## config.mk

```make
export PLATFORM = sky130hd
export DESIGN_NAME = frame_stream_source
export DESIGN_NICKNAME = d
export VERILOG_FILES = /design/src/rtl/frame_stream_source_pkg.sv /design/src/rtl/frame_stream_source_stream_delay.sv /design/src/rtl/frame_stream_source.sv
export SDC_FILE = /design/constraint.sdc
export NUM_CORES = 1
export LEC_CHECK = 0
export CORE_ASPECT_RATIO = 1.75
export CORE_MARGIN = 10
export CORE_UTILIZATION = 54
export CTS_CLUSTER_DIAMETER = 200
export CTS_CLUSTER_SIZE = 30
export DETAILED_ROUTE_END_ITERATION = 7
export PLACE_DENSITY = 0.85
export SLEW_MARGIN = 5
export SYNTH_ARGS = -nofsm -noshare
export SYNTH_HDL_FRONTEND = slang
export SYNTH_SLANG_ARGS = --single-unit
```

## constraint.sdc

```tcl
create_clock -name clk -period 3.26 [get_ports clk]
set_input_delay 0.652 -clock clk [delete_from_list [all_inputs] [get_ports clk]]
set_output_delay 0.652 -clock clk [all_outputs]
set_load 0.05 [all_outputs]
```

## src/rtl/frame_stream_source_pkg.sv

```systemverilog
// Shared geometry defaults, blanking defaults and FSM state type for frame_stream_source.
package frame_stream_source_pkg;

  localparam int DEFAULT_FRAME_WIDTH  = 640;
  localparam int DEFAULT_FRAME_HEIGHT = 480;
  localparam int DEFAULT_PIXEL_SIZE   = 24;

  localparam int DEFAULT_HBLANK     = 2;
  localparam int DEFAULT_VBLANK     = 4;
  localparam int DEFAULT_ADDR_WIDTH = 20;

  typedef enum logic [1:0] {
    IDLE   = 2'd0,
    ACTIVE = 2'd1,
    HBL    = 2'd2,
    VBL    = 2'd3
  } state_t;

  // Bits needed to count 0..n-1 (at least one bit).
  function automatic int cnt_width(input int n);
    return (n <= 1) ? 1 : $clog2(n);
  endfunction

endpackage

```

## src/rtl/frame_stream_source_stream_delay.sv

```systemverilog
// stream_delay: N-stage shift register aligning control tags with frame-buffer read data.
module stream_delay #(
  parameter int WIDTH = 4,
  parameter int DEPTH = 1
) (
  input  logic             clk,
  input  logic             reset_n,
  input  logic [WIDTH-1:0] i_d,
  output logic [WIDTH-1:0] o_q
);

  logic [WIDTH-1:0] r_sr [DEPTH];

  always_ff @(posedge clk or negedge reset_n) begin
    if (!reset_n) begin
      for (int unsigned i = 0; i < DEPTH; i++) r_sr[i] <= '0;
    end else begin
      r_sr[0] <= i_d;
      for (int unsigned i = 1; i < DEPTH; i++) r_sr[i] <= r_sr[i-1];
    end
  end

  assign o_q = r_sr[DEPTH-1];

endmodule

```

## src/rtl/frame_stream_source.sv

```systemverilog
// Raster-order frame-buffer reader emitting en/hsync/vsync/data with blanking.
// Optional STREAM_TEST_PATTERN_EN adds pattern_sel (data = {0, y, x}, no reads).
module frame_stream_source
  import frame_stream_source_pkg::*;
#(
  parameter int FRAME_WIDTH  = DEFAULT_FRAME_WIDTH,
  parameter int FRAME_HEIGHT = DEFAULT_FRAME_HEIGHT,
  parameter int HBLANK       = DEFAULT_HBLANK,
  parameter int VBLANK       = DEFAULT_VBLANK,
  parameter int PIXEL_SIZE   = DEFAULT_PIXEL_SIZE,
  parameter int ADDR_WIDTH   = DEFAULT_ADDR_WIDTH
) (
  input  logic                  clk,
  input  logic                  reset_n,
  input  logic                  start,
  input  logic                  cont,
`ifdef STREAM_TEST_PATTERN_EN
  input  logic                  pattern_sel,
`endif
  output logic                  busy,
  output logic                  done,
  output logic                  rd_en,
  output logic [ADDR_WIDTH-1:0] rd_addr,
  input  logic [PIXEL_SIZE-1:0] rd_data,
  output logic                  en,
  output logic                  hsync,
  output logic                  vsync,
  output logic [PIXEL_SIZE-1:0] data
);

  localparam int XW = cnt_width(FRAME_WIDTH);
  localparam int YW = cnt_width(FRAME_HEIGHT);
  localparam int BW = cnt_width((HBLANK > VBLANK) ? HBLANK : VBLANK);
  localparam logic [XW-1:0] X_LAST  = XW'(FRAME_WIDTH - 1);
  localparam logic [YW-1:0] Y_LAST  = YW'(FRAME_HEIGHT - 1);
  localparam logic [BW-1:0] HB_LAST = BW'(HBLANK - 1);
  localparam logic [BW-1:0] VB_LAST = BW'(VBLANK - 1);
`ifdef STREAM_TEST_PATTERN_EN
  localparam int TW = 21;
`else
  localparam int TW = 4;
`endif

  state_t                r_state, w_state_n;
  logic [XW-1:0]         r_x, w_x_n;
  logic [YW-1:0]         r_y, w_y_n;
  logic [BW-1:0]         r_bcnt, w_bcnt_n;
  logic [ADDR_WIDTH-1:0] r_addr, w_addr_n;
  logic                  w_rd, w_en_t, w_hs_t, w_vs_t, w_done_t, w_accept;
  logic [TW-1:0]         w_tag, w_dly;
  logic [PIXEL_SIZE-1:0] w_pix;
  logic                  r_en, r_hs, r_vs, r_done, r_busy;
  logic [PIXEL_SIZE-1:0] r_data;

  always_ff @(posedge clk or negedge reset_n) begin
    if (!reset_n) begin
      r_state <= IDLE;
      r_x     <= '0;
      r_y     <= '0;
      r_bcnt  <= '0;
      r_addr  <= '0;
    end else begin
      r_state <= w_state_n;
      r_x     <= w_x_n;
      r_y     <= w_y_n;
      r_bcnt  <= w_bcnt_n;
      r_addr  <= w_addr_n;
    end
  end

  always_comb begin
    w_state_n = r_state;
    w_x_n     = r_x;
    w_y_n     = r_y;
    w_bcnt_n  = r_bcnt;
    w_addr_n  = r_addr;
    w_rd      = 1'b0;
    w_en_t    = 1'b0;
    w_hs_t    = 1'b0;
    w_vs_t    = 1'b0;
    w_done_t  = 1'b0;
    w_accept  = 1'b0;
    case (r_state)
      IDLE: begin
        if (start && !r_busy) begin
          w_accept  = 1'b1;
          w_state_n = ACTIVE;
          w_x_n     = '0;
          w_y_n     = '0;
          w_addr_n  = '0;
        end
      end
      ACTIVE: begin
        w_rd   = 1'b1;
        w_en_t = 1'b1;
        if (r_x == X_LAST) begin
          w_x_n    = '0;
          w_bcnt_n = '0;
          // Address wraps on the last pixel so it never passes W*H-1.
          if (r_y == Y_LAST) begin
            w_state_n = VBL;
            w_addr_n  = '0;
          end else begin
            w_state_n = HBL;
            w_addr_n  = r_addr + ADDR_WIDTH'(1);
          end
        end else begin
          w_x_n    = r_x + XW'(1);
          w_addr_n = r_addr + ADDR_WIDTH'(1);
        end
      end
      HBL: begin
        w_hs_t = (r_bcnt == '0);
        if (r_bcnt == HB_LAST) begin
          w_state_n = ACTIVE;
          w_bcnt_n  = '0;
          w_y_n     = r_y + YW'(1);
        end else begin
          w_bcnt_n = r_bcnt + BW'(1);
        end
      end
      VBL: begin
        w_vs_t = (r_bcnt == '0);
        if (r_bcnt == VB_LAST) begin
          w_bcnt_n = '0;
          if (cont) begin
            w_state_n = ACTIVE;
            w_x_n     = '0;
            w_y_n     = '0;
            w_addr_n  = '0;
          end else begin
            w_state_n = IDLE;
            w_done_t  = 1'b1;
          end
        end else begin
          w_bcnt_n = r_bcnt + BW'(1);
        end
      end
      default: w_state_n = IDLE;
    endcase
  end

`ifdef STREAM_TEST_PATTERN_EN
  assign rd_en = w_rd & ~pattern_sel;
  assign w_tag = {pattern_sel, 8'(r_y), 8'(r_x), w_done_t, w_vs_t, w_hs_t, w_en_t};
  assign w_pix = w_dly[20] ? PIXEL_SIZE'({8'h00, w_dly[19:12], w_dly[11:4]}) : rd_data;
`else
  assign rd_en = w_rd;
  assign w_tag = {w_done_t, w_vs_t, w_hs_t, w_en_t};
  assign w_pix = rd_data;
`endif
  assign rd_addr = r_addr;

  stream_delay #(.WIDTH(TW), .DEPTH(1)) u_tag_dly (
    .clk     (clk),
    .reset_n (reset_n),
    .i_d     (w_tag),
    .o_q     (w_dly)
  );

  always_ff @(posedge clk or negedge reset_n) begin
    if (!reset_n) begin
      r_en   <= 1'b0;
      r_hs   <= 1'b0;
      r_vs   <= 1'b0;
      r_done <= 1'b0;
      r_data <= '0;
      r_busy <= 1'b0;
    end else begin
      r_en   <= w_dly[0];
      r_hs   <= w_dly[1];
      r_vs   <= w_dly[2];
      r_done <= w_dly[3];
      r_data <= w_dly[0] ? w_pix : '0;
      // busy holds until the delayed done pulse has been presented.
      if (r_done)        r_busy <= 1'b0;
      else if (w_accept) r_busy <= 1'b1;
    end
  end

  assign en    = r_en;
  assign hsync = r_hs;
  assign vsync = r_vs;
  assign done  = r_done;
  assign data  = r_data;
  assign busy  = r_busy;

endmodule

```

==> impl_metrics.ini <==
[outcome]
status = finished, final reports clean

[clock_network]
post_cts_resized = 0
clk_pin_slew_worst_paths_ps = 70
cts_htree_levels = 3
ctsHoldBuffers = 0
clock_sinks = 76
numCtsBuffers = 9
cts_root_buf = clkbuf_8
clock_latency_ps = 350
clk_path_buf_depth = 2
cts_setup_buffers = 0
cts_tree = built

[routing]
drtPass1Iterations = 4
routedWlPerCell_microns = 16.3
drtIter0Drc = 214
drt.antenna.violating_nets = 0
vias = 2672
vias_per_cell = 5.52
route.detailed.drc = 0
routed_wl_microns = 7870

[setup_path]
max_stage_delay_ps = 840
crit_fanout = 16
endpoint_kind = output port
rrSetupSlack_ps = 910
start_kind = register
r2r_end = r_y[7]$_DFFE_PN0P_
path_buf_inv = 2
worstPathArrival_ps = 2170
cp_top_family = buffers and inverters
crit_chain = nand2_1 -> inv_1 -> clkdlybuf4s50_1
path_class = register to output port
cp.required_ps = 2610
slowest_stage = clkdlybuf4s50_1
worstReg2RegStart = r_state[0]$_DFFE_PN0P_
rr_worst_depth = 5

[power]
p_per_area_nw_per_um2 = 554
power.total_w = 0.00244
leakagePower_nw = 1.91
peakVddDrop_uv = 350

[logic_synthesis]
synth-main-ff-cell = dfrtp_1
synthDistinctLibCells = 45
netlist.area_leader.share_pct = 56.1
async_reset_ff_share_pct = 100
seq_area_frac_synth_pct = 56.1
synth_seq_cells = 76
synth_area_leaders = dfrtp_1 56%, and2_1 4.6%, nor2_1 3.8%
yosysMostFrequentCell = dfrtp_1
ys_top_cells_by_count = 76 x dfrtp_1, 34 x nor2_1, 25 x and2_1
avgSynthCellArea_sq_um = 10.7
syn-cell-area_sq_um = 3390
synth-warning-count = 0
synth_nets = 351
synth_edf_count = 0
synth_top_area_cell = dfrtp_1
netlist_instances = 316

[finish]
layout-drive-gt1-share_pct = 5.69
num-fill-cells = 452
final_cells = 484
regArea_sq_um = 1900
area_growth_pct = 30.1
diodes = 0
multiInputGateArea_sq_um = 1400
fin_util_pct = 71.8
nets = 434

[place]
dp.cells = 468
dp_hpwl_microns = 5850
numPortBuffers = 77
finalWeightedCongestion = 0.868

[min_path]
min_from = u_tag_dly.o_q[3]$_DFF_PN0_
hold_path.class = register to register
worstHoldPathCells = 0
hold_end = done$_DFF_PN0_

[job]
cap_violations = 0

[sta]
tns_ps = 0
tightest_slew_ps = 920
hold_viol_final = 0
max_freq_ghz = 0.354
layout_worst_path_cycle_share_pct = 86.7
timing.final.crit_period_ps = 2830
relSlewSlack_pct = 38.6
rsz0062_at_grt = false
drv_slew = 0
fin_skew_ps = 7.95
setup_viol = 0
hold-worst-slack_ps = 357

[grt]
grt_usage_pct = 16.6
antenna_found_initial = 0
grt_pass1_vias = 2769
gr-total-overflow = 0
grt_max_degree = 77
grt_pass1_wl_microns = 13200

[floorplan]
boundaryPins = 78
die_x_microns = 79.9
die_area_sq_um = 9970
core_area_sq_um = 6130
row_count = 38
die_h_microns = 125
start_util_pct = 55.2
## worst max path at each step
stage | start | endpoint | slack [ps] | depth (start not counted)
final | r_state[0]$_DFFE_PN0P_ | rd_en | 430 | 3
after floorplan | rd_addr[1]$_DFFE_PN0P_ | rd_addr[18]$_DFFE_PN0P_ | 1120 | 6
after global placement | start | r_y[7]$_DFFE_PN0P_ | 600 | 6
after global routing | r_state[0]$_DFFE_PN0P_ | rd_en | 250 | 3
after CTS | r_state[0]$_DFFE_PN0P_ | rd_en | 360 | 3
after detailed placement | start | r_y[7]$_DFFE_PN0P_ | 510 | 6
## metrics by stage
| step | setup slack (ps) | area, sq um |
|---|---|---|
| 2_1_floorplan | 1120 | 3390 |
| 3_3_place_gp | 603 | 4240 |
| 3_5_place_dp | 508 | 4240 |
| 4_1_cts | 363 | 4410 |
| 5_1_grt | 251 | 4410 |
| 6_report | 434 | 4410 |
## routing by layer
| layer | routed length, microns | part of all wire [%] | vias to the layer above | track usage (%) |
|---|---|---|---|---|
| met5 | 0 | 0 | - | 0 |
| met4 | 153 | 1.9 | 0 | 7.40 |
| met3 | 745 | 9.5 | 9 | 8.45 |
| met2 | 4100 | 52 | 80 | 28.0 |
| met1 | 2870 | 37 | 1297 | 16.2 |
| li1 | - | - | 1286 | - |
## cell type report
cell class,count,share of cell area (%)
Clock inverter,2,0.227
Clock buffer,14,3.46
Multi-Input combinational cell,221,31.8
Sequential cell,76,43.2
Tap cell,80,2.27
Timing Repair Buffer,82,18.3
Inverter,9,0.767
## cells by family after synthesis
kind of cell | synth area share [%]
multiplexers | 1.55
adder cells (fa/ha/maj) | 2.58
AND/OR/NAND/NOR | 21.6
XOR/XNOR | 4.65
buffers and inverters | 2.47
AO/OA/AOI/OAI | 11.0
flip-flops | 56.1
## flip-flops by register name, indices dropped and copies added (netlist names)
| signal | cells |
|---|---|
| busy | 1 |
| data | 24 |
| done | 1 |
| en | 1 |
| hsync | 1 |
| r_bcnt | 2 |
| r_state | 2 |
| r_x | 10 |
| r_y | 9 |
| rd_addr | 20 |
| u_tag_dly.o_q | 4 |
| vsync | 1 |
## power breakdown
group	total [W]	internal, W	switching (W)
Clock	0.000614	0.000296	0.000318
Sequential	0.00117	0.00105	0.000123
Combinational	0.000655	0.000258	0.000397
## layout by cell type (no fill, tap or decap), types with 8 or more instances in the layout
cell type        instances
xnor2_1                 14
inv_1                    8
dfrtp_1                 76
nand3_1                 17
clkdlybuf4s50_1         76
nor2_1                  34
and3_1                   9
a21oi_1                 12
o21ai_0                 13
clkbuf_8                10
and2_1                  25
nand2_1                 16
No activity file was read; power rests on OpenSTA's default activity.
